`config.mk`:
```
export PLATFORM = sky130hd
export DESIGN_NAME = inst_fetch
export DESIGN_NICKNAME = d
export VERILOG_FILES = /design/src/rtl/inst_fetch_pkg.sv /design/src/rtl/inst_fetch.sv
export SDC_FILE = /design/constraint.sdc
export NUM_CORES = 1
export LEC_CHECK = 0
export CORE_ASPECT_RATIO = 1.2
export CORE_UTILIZATION = 45
export CTS_BUF_LIST = sky130_fd_sc_hd__clkbuf_4
export DETAILED_ROUTE_END_ITERATION = 6
export PLACE_DENSITY = 0.85
export SLEW_MARGIN = 10
export SYNTH_ARGS = -nofsm -noshare
export SYNTH_HDL_FRONTEND = slang
export SYNTH_SLANG_ARGS = --single-unit
```
`constraint.sdc`:
```
create_clock -name clk -period 4.4 [get_ports clk]
set_clock_uncertainty 0.15 [all_clocks]
set_input_delay 0.88 -clock clk [delete_from_list [all_inputs] [get_ports clk]]
set_output_delay 0.88 -clock clk [all_outputs]
set_load 0.005 [all_outputs]
```
`src/rtl/inst_fetch_pkg.sv`:
```
// Shared types and constants for the instruction fetch stage.
package fetch_pkg;

  typedef enum logic [1:0] {
    IDLE  = 2'd0,
    ISSUE = 2'd1,
    WAIT  = 2'd2,
    VALID = 2'd3
  } fetch_state_t;

  localparam int OPCODE_MSB  = 15;
  localparam int OPCODE_LSB  = 11;
  localparam int INSTR_BYTES = 2;

endpackage

```
`src/rtl/inst_fetch.sv`:
```
// Multi-cycle fetch: IDLE -> ISSUE -> WAIT x MEM_LAT -> VALID -> ISSUE ...
// Optional macro FETCH_ALIGN_CHECK_EN builds the sticky misaligned-branch flag.
module inst_fetch
  import fetch_pkg::*;
#(
  parameter int                ADDR_W   = 16,
  parameter int                DATA_W   = 16,
  parameter logic [ADDR_W-1:0] RESET_PC = 16'h0000,
  parameter int                MEM_LAT  = 1
) (
  input  logic              clk,
  input  logic              reset,
  input  logic              stall,
  input  logic              br_taken,
  input  logic [ADDR_W-1:0] br_target,
  output logic [ADDR_W-1:0] mem_addr,
  output logic              mem_rd,
  input  logic [DATA_W-1:0] mem_rddata,
  output logic [DATA_W-1:0] instr,
  output logic [4:0]        opcode,
  output logic              instr_valid,
  output logic [ADDR_W-1:0] pc_out,
  output logic [ADDR_W-1:0] pc_plus2,
  output logic              align_err
);

  localparam logic [ADDR_W-1:0] PC_STEP    = ADDR_W'(INSTR_BYTES);
  localparam logic [ADDR_W-1:0] ALIGN_MASK = ~ADDR_W'(1);

  fetch_state_t      state_q, state_d;
  logic [ADDR_W-1:0] pc_q, pc_d;
  logic [DATA_W-1:0] instr_q, instr_d;
  logic [2:0]        cnt_q, cnt_d;
  logic [3:0]        cnt_inc;
  logic              instr_valid_q, instr_valid_d;
  logic              redirect;

  assign cnt_inc  = {1'b0, cnt_q} + 4'd1;
  assign redirect = (state_q == VALID) && !stall && br_taken;

  always_comb begin
    state_d = state_q;
    pc_d    = pc_q;
    instr_d = instr_q;
    cnt_d   = cnt_q;
    case (state_q)
      IDLE:  state_d = ISSUE;
      ISSUE: begin
        if (!stall) begin
          cnt_d   = '0;
          state_d = WAIT;
        end
      end
      WAIT: begin
        cnt_d = cnt_inc[2:0];
        if (cnt_inc == 4'(MEM_LAT)) begin
          instr_d = mem_rddata;
          state_d = VALID;
        end
      end
      VALID: begin
        // A stalled VALID holds everything, including a pending branch.
        if (!stall) begin
          pc_d    = br_taken ? (br_target & ALIGN_MASK) : (pc_q + PC_STEP);
          state_d = ISSUE;
        end
      end
      default: state_d = IDLE;
    endcase
    instr_valid_d = (state_d == VALID);
  end

  always_ff @(posedge clk or posedge reset) begin
    if (reset) begin
      state_q       <= IDLE;
      pc_q          <= RESET_PC;
      instr_q       <= '0;
      cnt_q         <= '0;
      instr_valid_q <= 1'b0;
    end else begin
      state_q       <= state_d;
      pc_q          <= pc_d;
      instr_q       <= instr_d;
      cnt_q         <= cnt_d;
      instr_valid_q <= instr_valid_d;
    end
  end

`ifdef FETCH_ALIGN_CHECK_EN
  logic align_err_q, align_err_d;

  always_comb begin
    align_err_d = align_err_q | (redirect && br_target[0]);
  end

  always_ff @(posedge clk or posedge reset) begin
    if (reset) align_err_q <= 1'b0;
    else       align_err_q <= align_err_d;
  end

  assign align_err = align_err_q;
`else
  assign align_err = 1'b0;
`endif

  // The read strobe must drop in the same cycle the port is lent away.
  assign mem_rd      = (state_q == ISSUE) && !stall;
  assign mem_addr    = pc_q;
  assign instr       = instr_q;
  assign opcode      = instr_q[OPCODE_MSB:OPCODE_LSB];
  assign instr_valid = instr_valid_q;
  assign pc_out      = pc_q;
  assign pc_plus2    = pc_q + PC_STEP;

endmodule
```
==> reports/metrics.yaml, run 1 <==
setup_path:
  rr_startpoint: "mem_addr[1]$_DFFE_PP0P_"
  cp_slowest_cell: "nor4_1"
  crit_path_end: "pc_plus2[15]"
  critical_path_class: "flip-flop to output port"
  worstPathMaxFanout: 9
  cp.arrival_ns: 2.68
  rrSetupSlack_ns: 2.18
  crit_chain: "ha_1 > nand3_4 > nor4_1 > xor2_1 > clkdlybuf4s50_1"
  crit_cells: 5
  r2r_end: "mem_addr[15]$_DFFE_PP0P_"
  reg2reg_depth: 5
  worst-path-buf-inv: 1
  crit_path_start: "mem_addr[1]$_DFFE_PP0P_"
  endpoint_kind: "output port"
  start_kind: "flip-flop"
  critical-path-top-delay-family: "simple AND/OR/NAND/NOR gates"
  cp_slowest_stage_delay_ns: 0.60
  crit_required_ns: 3.37
global_routing:
  antenna_found_initial: 0
  grt_pass1_vias: 1760
  gr-total-overflow: 0
  met3_usage_pct: 6.831
  grtUsageMet1_pct: 23.79
  use_met2_pct: 34.74
  grt_max_degree: 27
  busiest_layer: "met2"
  grt_pass1_wl_um: 8148
  track_usage_pct: 20.56
sta:
  worstMarginPinSlew_ns: 0.9436
  fmaxAchievable_mhz: 269.7
  period_needed_ns: 3.707
  period_share_pct: 84.26
  relSlewSlack_pct: 37.02
  setup_slack_ns: 0.6927
  finalSetupViolCount: 0
  finalHoldViolations: 0
  tns_ns: 0
  rsz0062_at_grt: "no"
  hold-worst-slack_ns: 0.3791
  report.final.slew_viol_count: 0
finish:
  layout.cells.most_common: "clkdlybuf4s50_1"
  area_growth_pct: 44.62
  nets: 338
  drive_above_1_share_pct: 11.33
  utilization_pct: 67.91
  diodes: 0
  mostFrequentLayoutCells: "clkdlybuf4s50_1 (102), dfrtp_1 (37), mux2_2 (16), nand2_1 (14), nor2_1 (12)"
clock_tree:
  cts_hold_buf: 0
  worst_skew_pair.late_latency_ns: 0.36
  path_clk_slew_ns: 0.12
  cts_sinks: 37
  post_cts_buffers: 0
  tritoncts: "yes"
  cts_resized: 0
  cts_buffers: 5
  cts-root-buf: "clkbuf_4"
  clockBufferDepth: 2
  htree_levels: 2
synthesis:
  syn_inst: 220
  async_flop_share_pct: 100.0
  synth-edff-count: 0
  ys_ff_latch: 37
  ys_seq_area_share_pct: 42.60
  yosys_warnings: 0
  yosysUniqueCellTypes: 45
  synth_area_um2: 2173
  syn_area_per_cell_um2: 9.879
  synthFlopType: "dfrtp_1"
placement:
  pre_cts_slack_ns: 1.065
  gp_congestion: 0.7837
  dpl.hpwl_um: 3691
  port_buffers: 102
route:
  num_vias: 1870
  drtAntennaViolNets: 0
  viasPerCell: 5.223
  wl_per_cell_um: 14.30
  drt_iter0_drc: 130
  drc_errors: 0
  drt_pre_antenna_iters: 4
  routed_wirelength_um: 5118
outcome:
  status: "finished, final reports clean"
floorplan:
  dieHeight_um: 78.13
  core.rowCount: 27
  coreArea_um2: 4628
  ioPinCount: 108
  die_x_um: 65.44
  start_util_pct: 46.96
  die_area_um2: 5113
pwr:
  power.leakage_nw: 1.276
  powerDensity_nw_per_um2: 657.3
  ir_drop_uv: 377.3
worst_hold_path:
  hp-class: "flip-flop to flip-flop"
  hold_path_depth: 1
job:
  cap_violations: 0
==> routing by layer <==
metal / up-vias / part of all wire [%]
li1: 897 / -
met1: 877 / 40
met2: 87 / 49
met3: 9 / 8.8
met4: 0 / 1.8
met5: - / 0
==> metrics by stage <==
stage / power [W] / instance area, µm² / instances
3_5_place_dp: 0.001832 / 3059 / 350
5_1_grt: 0.002210 / 3143 / 358
4_1_cts: 0.002084 / 3143 / 358
2_1_floorplan: 0.001236 / 2185 / 223
6_report: 0.002066 / 3143 / 358
3_3_place_gp: 0.001788 / 3059 / 350
==> cell usage after synthesis (all sizes together), types with 4 or more instances <==
master / n / area, µm²
mux2: 16 / 180.2
buf: 30 / 215.2
a21oi: 11 / 58.81
inv: 8 / 30.03
o21ai: 8 / 40.04
xor2: 7 / 61.31
nand3: 12 / 77.58
nand2: 14 / 52.55
a2bb2oi: 4 / 35.03
clkbuf: 5 / 18.77
nor2: 12 / 45.04
dfrtp: 37 / 925.9
nor3: 8 / 40.04
xnor2: 8 / 70.07
==> worst register-to-register path, stage by stage (launching register included) <==
cell     delay [ns]
dfrtp_1        0.53
ha_1           0.34
nand3_4        0.16
nor4_1         0.60
mux2i_1        0.25
nand3_1        0.08
==> flip-flops by register name, indices dropped and copies added, names as in the netlist <==
register and cells:
state_q 2, instr_valid 1, mem_addr 15, instr 16
cnt_q 3
==> worst min-delay path by stage <==
stage | from | endpoint | slack [ns]
2_1_floorplan | state_q[0]$_DFF_PP0_ | cnt_q[2]$_DFFE_PP0P_ | 0.35
6_report | instr[9]$_DFFE_PP0P_ | instr[9]$_DFFE_PP0P_ | 0.38
3_3_place_gp | instr[9]$_DFFE_PP0P_ | instr[9]$_DFFE_PP0P_ | 0.34
3_5_place_dp | instr[6]$_DFFE_PP0P_ | instr[6]$_DFFE_PP0P_ | 0.35
4_1_cts | instr[6]$_DFFE_PP0P_ | instr[6]$_DFFE_PP0P_ | 0.38
5_1_grt | instr[2]$_DFFE_PP0P_ | instr[2]$_DFFE_PP0P_ | 0.40
==> power by group <==
| group | switching, W | leakage (nW) | internal [W] |
|---|---|---|---|
| logic | 0.000362 | 0.794 | 0.000748 |
| clock network | 0.000130 | 0.0414 | 0.000120 |
| registers | 0.000206 | 0.441 | 0.000501 |
==> cells by family after synthesis <==
family,synth area share [%]
simple gates,15.54
buf+inv,12.15
compound gates,12.09
flops,42.60
mux,9.672
xor+xnor,6.045
fa+ha+maj,1.727
other cells,0.1725
==> area by class of cell <==
type                    count  area, µm²
flip-flops and latches     37      925.9
inverters                   8      30.03
well taps                  58      72.57
multi-input cells         143      994.7
clock buffers               5      37.54
clock inverters             3      46.29
fillers                   379       1485
repair buffers            104       1036
No activity file was read; power rests on OpenSTA's default activity.
==> inputs of run 2 (changes only) <==
--- a/config.mk
+++ b/config.mk
@@ -6,10 +6,10 @@
 export NUM_CORES = 1
 export LEC_CHECK = 0
 export CORE_ASPECT_RATIO = 1.2
-export CORE_UTILIZATION = 45
+export CORE_UTILIZATION = 38
 export CTS_BUF_LIST = sky130_fd_sc_hd__clkbuf_4
 export DETAILED_ROUTE_END_ITERATION = 6
-export PLACE_DENSITY = 0.85
+export PLACE_DENSITY = 0.76
 export SLEW_MARGIN = 10
 export SYNTH_ARGS = -nofsm -noshare
 export SYNTH_HDL_FRONTEND = slang
==> constraint.sdc (replaced) <==
create_clock -name clk -period 3.05 [get_ports clk]
set_clock_uncertainty 0.15 [all_clocks]
set_input_delay 0.61 -clock clk [delete_from_list [all_inputs] [get_ports clk]]
set_output_delay 0.61 -clock clk [all_outputs]
set_load 0.005 [all_outputs]
==> run 2 against run 1 <==
  * The flow now finishes with violations (design-rule violations)
  * Flip-flop and latch count is the same
  * Final area is 3.9% higher
  * Die area up 18%
  * Clock power rose by 70%
  * Utilization shrank 7.5 points
  * Critical path type unchanged
  * Largest power group unchanged
==> reports/metrics.yaml, run 2 (same netlist as run 1, synthesis figures left out) <==
outcome:
  status: "complete, but fails checks"
  violations: "design-rule violations"
floorplan:
  ioPinCount: 108
  start_util_pct: 40.20
  die_area_um2: 6027
  core.rowCount: 29
  dieHeight_um: 84.85
  die_x_um: 71.04
  coreArea_um2: 5406
clock_tree:
  worst_skew_pair.late_latency_ns: 0.34
  path_clk_slew_ns: 0.13
  cts_sinks: 37
  clockBufferDepth: 2
  tritoncts: "yes"
  htree_levels: 2
  cts-root-buf: "clkbuf_4"
  cts_buffers: 5
finish:
  diodes: 0
  largest_reg_flops: 16
  design_area_um2: 3264
  drive_above_1_share_pct: 15.31
  layout.cells.most_common: "clkdlybuf4s50_1"
  nets: 345
  area_growth_pct: 50.20
  mostFrequentLayoutCells: "clkdlybuf4s50_1 (101), dfrtp_1 (34), mux2_2 (16), nand2_1 (14), nor2_1 (12)"
  stdcell_count: 369
  utilization_pct: 60.38
route:
  viasPerCell: 5.146
  drt_pre_antenna_iters: 7
  highest_layer: "met4"
  routed_wirelength_um: 5299
  wl_per_cell_um: 14.36
  m1WireLength_um: 2188
  wl_met2_um: 2571
  drc_errors: 7
  num_vias: 1899
  drt_iter0_drc: 94
  drtAntennaViolNets: 0
  wl_met3_um: 514
sta:
  report.final.slew_viol_count: 0
  period_needed_ns: 2.964
  finalSetupViolCount: 0
  relSlewSlack_pct: 56.02
  rsz0062_at_grt: "yes"
  fmaxAchievable_mhz: 337.4
  worstMarginPinSlew_ns: 0.6597
  period_share_pct: 97.18
  finalHoldViolations: 0
worst_hold_path:
  hp-class: "flip-flop to flip-flop"
  hold_path_depth: 1
  hp-start: "instr[6]$_DFFE_PP0P_"
  min_to: "instr[6]$_DFFE_PP0P_"
global_routing:
  track_usage_pct: 18.39
  grt_max_degree: 38
  grt_pass1_vias: 1892
  antenna_found_initial: 0
  grt_pass1_wl_um: 8769
  gr-total-overflow: 0
placement:
  placedCellCount: 359
  dpl.hpwl_um: 3779
  dpl_cell_area_um2: 3102
  gp_congestion: 0.7632
  port_buffers: 102
setup_path:
  reg2reg_depth: 5
  endpoint_kind: "output port"
  worstPathMaxFanout: 6
  rr_startpoint: "cnt_q[0]$_DFFE_PP0P_"
  start_kind: "flip-flop"
  cp.arrival_ns: 2.20
  r2r_end: "instr[0]$_DFFE_PP0P_"
  rrSetupSlack_ns: 0.95
  crit_path_start: "mem_addr[2]$_DFFE_PP0P_"
  critical_path_class: "flip-flop to output port"
  crit_required_ns: 2.29
job:
  cap_violations: 0
pwr:
  ir_drop_uv: 480.1
  powerDensity_nw_per_um2: 952.2
  power.leakage_nw: 1.331
==> run 2: changes by cell type in the layout (fill, tap and decap cells not counted), moves of 2 or more <==
| cell | before | now |
|---|---|---|
| dfrtp_2 | 0 | 3 |
| dfrtp_1 | 37 | 34 |
| buf_4 | 2 | 9 |
| nor3_1 | 8 | 6 |
| nor3_2 | 0 | 2 |
==> run 2: what timing repair did <==
action / 4_1_cts / 5_1_grt
endpoints found under the hold margin: 0 / 0
cloned: 0 / 0
resized for setup: 5 / 6
hold buffers: 0 / 0
buffers inserted: 2 / 0
setup endpoints to repair: 6 / 6
pin swaps: 2 / 2
==> run 2: how the worst max path moves through the flow <==
stage          cells after the start           end
2_1_floorplan                      4  pc_plus2[13]
3_3_place_gp                       4        mem_rd
3_5_place_dp                       4        mem_rd
4_1_cts                            6  pc_plus2[10]
5_1_grt                            6  pc_plus2[12]
6_report                           6  pc_plus2[12]
==> run 2: through the flow <==
| step | hold slack [ns] | power, W | worst slack (ns) | TNS [ns] |
|---|---|---|---|---|
| 2_1_floorplan | 0.3525 | 0.001783 | 0.7076 | 0 |
| 3_3_place_gp | 0.3389 | 0.002619 | 0.2565 | 0 |
| 3_5_place_dp | 0.3456 | 0.002664 | 0.2345 | 0 |
| 4_1_cts | 0.3749 | 0.003128 | 0.0003071 | 0 |
| 5_1_grt | 0.3953 | 0.003330 | -0.06397 | -0.1072 |
| 6_report | 0.3686 | 0.003108 | 0.08609 | 0 |
==> run 2: final cells by class <==
| cell class | count | area, µm² |
|---|---|---|
| fill | 478 | 2142 |
| timing repair buffer | 111 | 1087 |
| multi-input combinational | 143 | 1037 |
| sequential | 37 | 929.6 |
| tap | 62 | 77.57 |
| clock inverter | 3 | 65.06 |
| clock buffer | 5 | 37.54 |
| inverter | 8 | 30.03 |
==> run 2: metal layers <==
layer,GRT usage (%),vias to the layer above
li1,-,915
met1,21.04,900
met2,31.91,82
met3,7.245,2
met4,4.909,0
met5,0,-
==> run 2: critical path: stages, from the launching register on <==
cell and delay (ns):
dfrtp_1 0.41, buf_4 0.16, nand4_1 0.08, buf_4 0.18, nor3_1 0.34, xnor2_1 0.17, clkdlybuf4s50_1 0.53
==> run 2: report_power, final <==
part | internal (W) | switching [W] | total [W]
Clock | 0.000254 | 0.000171 | 0.000425
Sequential | 0.000727 | 0.000281 | 0.00101
Combinational | 0.00111 | 0.000562 | 0.00168
Total | 0.00209 | 0.00101 | 0.00311
==> inputs of run 3 (changes only) <==
--- a/config.mk
+++ b/config.mk
@@ -5,11 +5,13 @@
 export SDC_FILE = /design/constraint.sdc
 export NUM_CORES = 1
 export LEC_CHECK = 0
+export ABC_AREA = 0
+export ABC_CLOCK_PERIOD_IN_PS = 3050
 export CORE_ASPECT_RATIO = 1.2
 export CORE_UTILIZATION = 38
 export CTS_BUF_LIST = sky130_fd_sc_hd__clkbuf_4
 export DETAILED_ROUTE_END_ITERATION = 6
-export PLACE_DENSITY = 0.76
+export PLACE_DENSITY = 0.78
 export SLEW_MARGIN = 10
 export SYNTH_ARGS = -nofsm -noshare
 export SYNTH_HDL_FRONTEND = slang
==> run 3 against run 2 <==
  * Routed wire length fell by 3.5%
  * Final area rose by 0.96%
  * Via count fell by 0.42%
  * Sequential power barely moved
  * Sequential share of layout area fell by 0.31 points
  * Worst setup slack improved by 0.042 ns
  * Clock power fell by 2%
  * Worst hold slack improved by 0.0030 ns
  * Critical path type unchanged
  * Utilization rose by 0.58 points
  * Maximum frequency rose by 1.4%
  * Total power barely moved
  * The run still ends with design-rule violations left
  * Critical path depth rose by 1
==> reports/metrics.yaml, run 3 (same netlist as run 1, synthesis figures left out) <==
finish:
  fillers: 475
  largest_reg_flops: 16
  nets: 346
  area_growth_pct: 51.64
  mostFrequentLayoutCells: "clkdlybuf4s50_1 (100), dfrtp_1 (35), mux2_2 (16), nand2_1 (14), nor2_1 (12)"
  diodes: 0
  utilization_pct: 60.96
  drive_above_1_share_pct: 15.91
  layout.cells.most_common: "clkdlybuf4s50_1"
  stdcell_count: 370
sta:
  period_share_pct: 95.81
  period_needed_ns: 2.922
  finalSetupViolCount: 0
  finalHoldViolations: 0
  hold-worst-slack_ns: 0.3716
  setup_slack_ns: 0.1279
  fmaxAchievable_mhz: 342.2
  relSlewSlack_pct: 56.43
  report.final.slew_viol_count: 0
  worstMarginPinSlew_ns: 0.6536
  tns_ns: 0
job:
  cap_violations: 0
outcome:
  violations: "design-rule violations"
  status: "complete, but fails checks"
global_routing:
  gr-total-overflow: 0
  grt_pass1_wl_um: 8307
  grt_pass1_vias: 1796
  grt_max_degree: 38
  track_usage_pct: 17.40
  antenna_found_initial: 0
floorplan:
  coreArea_um2: 5406
  core.rowCount: 29
  start_util_pct: 40.20
  die_area_um2: 6027
  ioPinCount: 108
  dieHeight_um: 84.85
  die_x_um: 71.04
setup_path:
  crit_required_ns: 2.29
  cp_slowest_cell: "clkdlybuf4s50_1"
  cp.arrival_ns: 2.16
  rrSetupSlack_ns: 0.93
  cp_slowest_stage_delay_ns: 0.54
  start_kind: "flip-flop"
  r2r_end: "instr[6]$_DFFE_PP0P_"
  reg2reg_depth: 5
  rr_startpoint: "cnt_q[0]$_DFFE_PP0P_"
  worstPathMaxFanout: 6
  critical_path_class: "flip-flop to output port"
  critPathMostFrequentCell: "buf_4"
  endpoint_kind: "output port"
  crit_chain: "buf_4 > nand4_1 > buf_4 > buf_4 > nor2_1 > xnor2_1 > clkdlybuf4s50_1"
placement:
  dpl.hpwl_um: 3694
  pre_cts_slack_ns: 0.2451
  gp_congestion: 0.7136
  port_buffers: 102
  placedCellCount: 358
clock_tree:
  path_clk_slew_ns: 0.11
  cts_sinks: 37
  worst_skew_pair.late_latency_ns: 0.33
  tritoncts: "yes"
  clockBufferDepth: 2
  htree_levels: 2
  cts_buffers: 5
  cts-root-buf: "clkbuf_4"
worst_hold_path:
  hold_path_depth: 1
  hp-class: "flip-flop to flip-flop"
  min_to: "instr[4]$_DFFE_PP0P_"
  hp-start: "instr[4]$_DFFE_PP0P_"
pwr:
  clkPwrFrac_pct: 13.5
  powerDensity_nw_per_um2: 942.7
  ir_drop_uv: 490.7
  p_int_w: 0.002095
  p_comb_share_pct: 54.2
  netSwitchingPower_w: 0.001012
  seqPwrFrac_pct: 32.3
  swShare_pct: 32.57
  power.leakage_nw: 1.361
route:
  drtAntennaViolNets: 0
  drt_pre_antenna_iters: 6
  drt_iter0_drc: 79
  num_vias: 1891
  viasPerCell: 5.111
  routed_wirelength_um: 5115
  drc_errors: 7
  wl_per_cell_um: 13.82
[run 3: changes by cell type in the layout (fill, tap and decap cells not counted), sizes merged]
cell | previous run | this run
clkdlybuf4s50 | 101 | 100
buf | 9 | 10
dlygate4sd2 | 1 | 2
[run 3: area by class of cell]
type / count / area, µm² / area share (%)
repair buffers: 112 / 1094 / 33.18
multi-input cells: 143 / 1064 / 32.27
flip-flops and latches: 37 / 928.4 / 28.17
well taps: 62 / 77.57 / 2.354
clock inverters: 3 / 65.06 / 1.974
clock buffers: 5 / 37.54 / 1.139
inverters: 8 / 30.03 / 0.9112
[run 3: stage by stage]
| step | power (W) | instance area, µm² |
|---|---|---|
| 2_1_floorplan | 0.001783 | 2185 |
| 3_3_place_gp | 0.002621 | 3094 |
| 3_5_place_dp | 0.002659 | 3094 |
| 4_1_cts | 0.003113 | 3229 |
| 5_1_grt | 0.003320 | 3296 |
| 6_report | 0.003107 | 3296 |
[run 3: worst max path at each step]
stage | start | endpoint | slack, ns | cells after the start
3_5_place_dp | mem_addr[1]$_DFFE_PP0P_ | pc_plus2[13] | 0.25 | 5
3_3_place_gp | stall | mem_rd | 0.26 | 4
4_1_cts | mem_addr[1]$_DFFE_PP0P_ | pc_plus2[14] | -0.03 | 5
6_report | mem_addr[2]$_DFFE_PP0P_ | pc_plus2[8] | 0.13 | 7
2_1_floorplan | mem_addr[1]$_DFFE_PP0P_ | pc_plus2[13] | 0.71 | 4
5_1_grt | mem_addr[1]$_DFFE_PP0P_ | pc_plus2[10] | -0.02 | 6
[run 3: power by group through the flow]
stage / registers [W] / logic (W) / clock network [W]
CTS: 0.00100 / 0.00168 / 0.000432
global placement: 0.000987 / 0.00163 / 0
floorplan: 0.000969 / 0.000814 / 0
global route: 0.00105 / 0.00182 / 0.000450
finish: 0.00100 / 0.00168 / 0.000418
detailed placement: 0.00100 / 0.00166 / 0
[run 3: worst max-delay path, delay by kind of cell (launching register included)]
family	cells	cell delay [ns]
flops	1	0.41
xor+xnor	1	0.13
buf+inv	4	1.03
simple gates	2	0.25
[run 3: per-layer routing]
metal / GRT usage [%] / part of all wire (%) / routed length (µm) / vias to the layer above
li1: - / - / - / 915
met5: 0 / 0 / 0 / -
met4: 4.909 / 0.53 / 27 / 0
met3: 7.126 / 9.5 / 488 / 2
met1: 21.19 / 41 / 2091 / 890
met2: 28.41 / 49 / 2507 / 84
[run 3: timing repair]
item / 4_1_cts / 5_1_grt
gates cloned: 0 / 0
endpoints found under the setup margin: 8 / 7
setup buffers: 2 / 2
pin swaps: 2 / 2
hold buffers: 0 / 0
resized for setup: 7 / 8
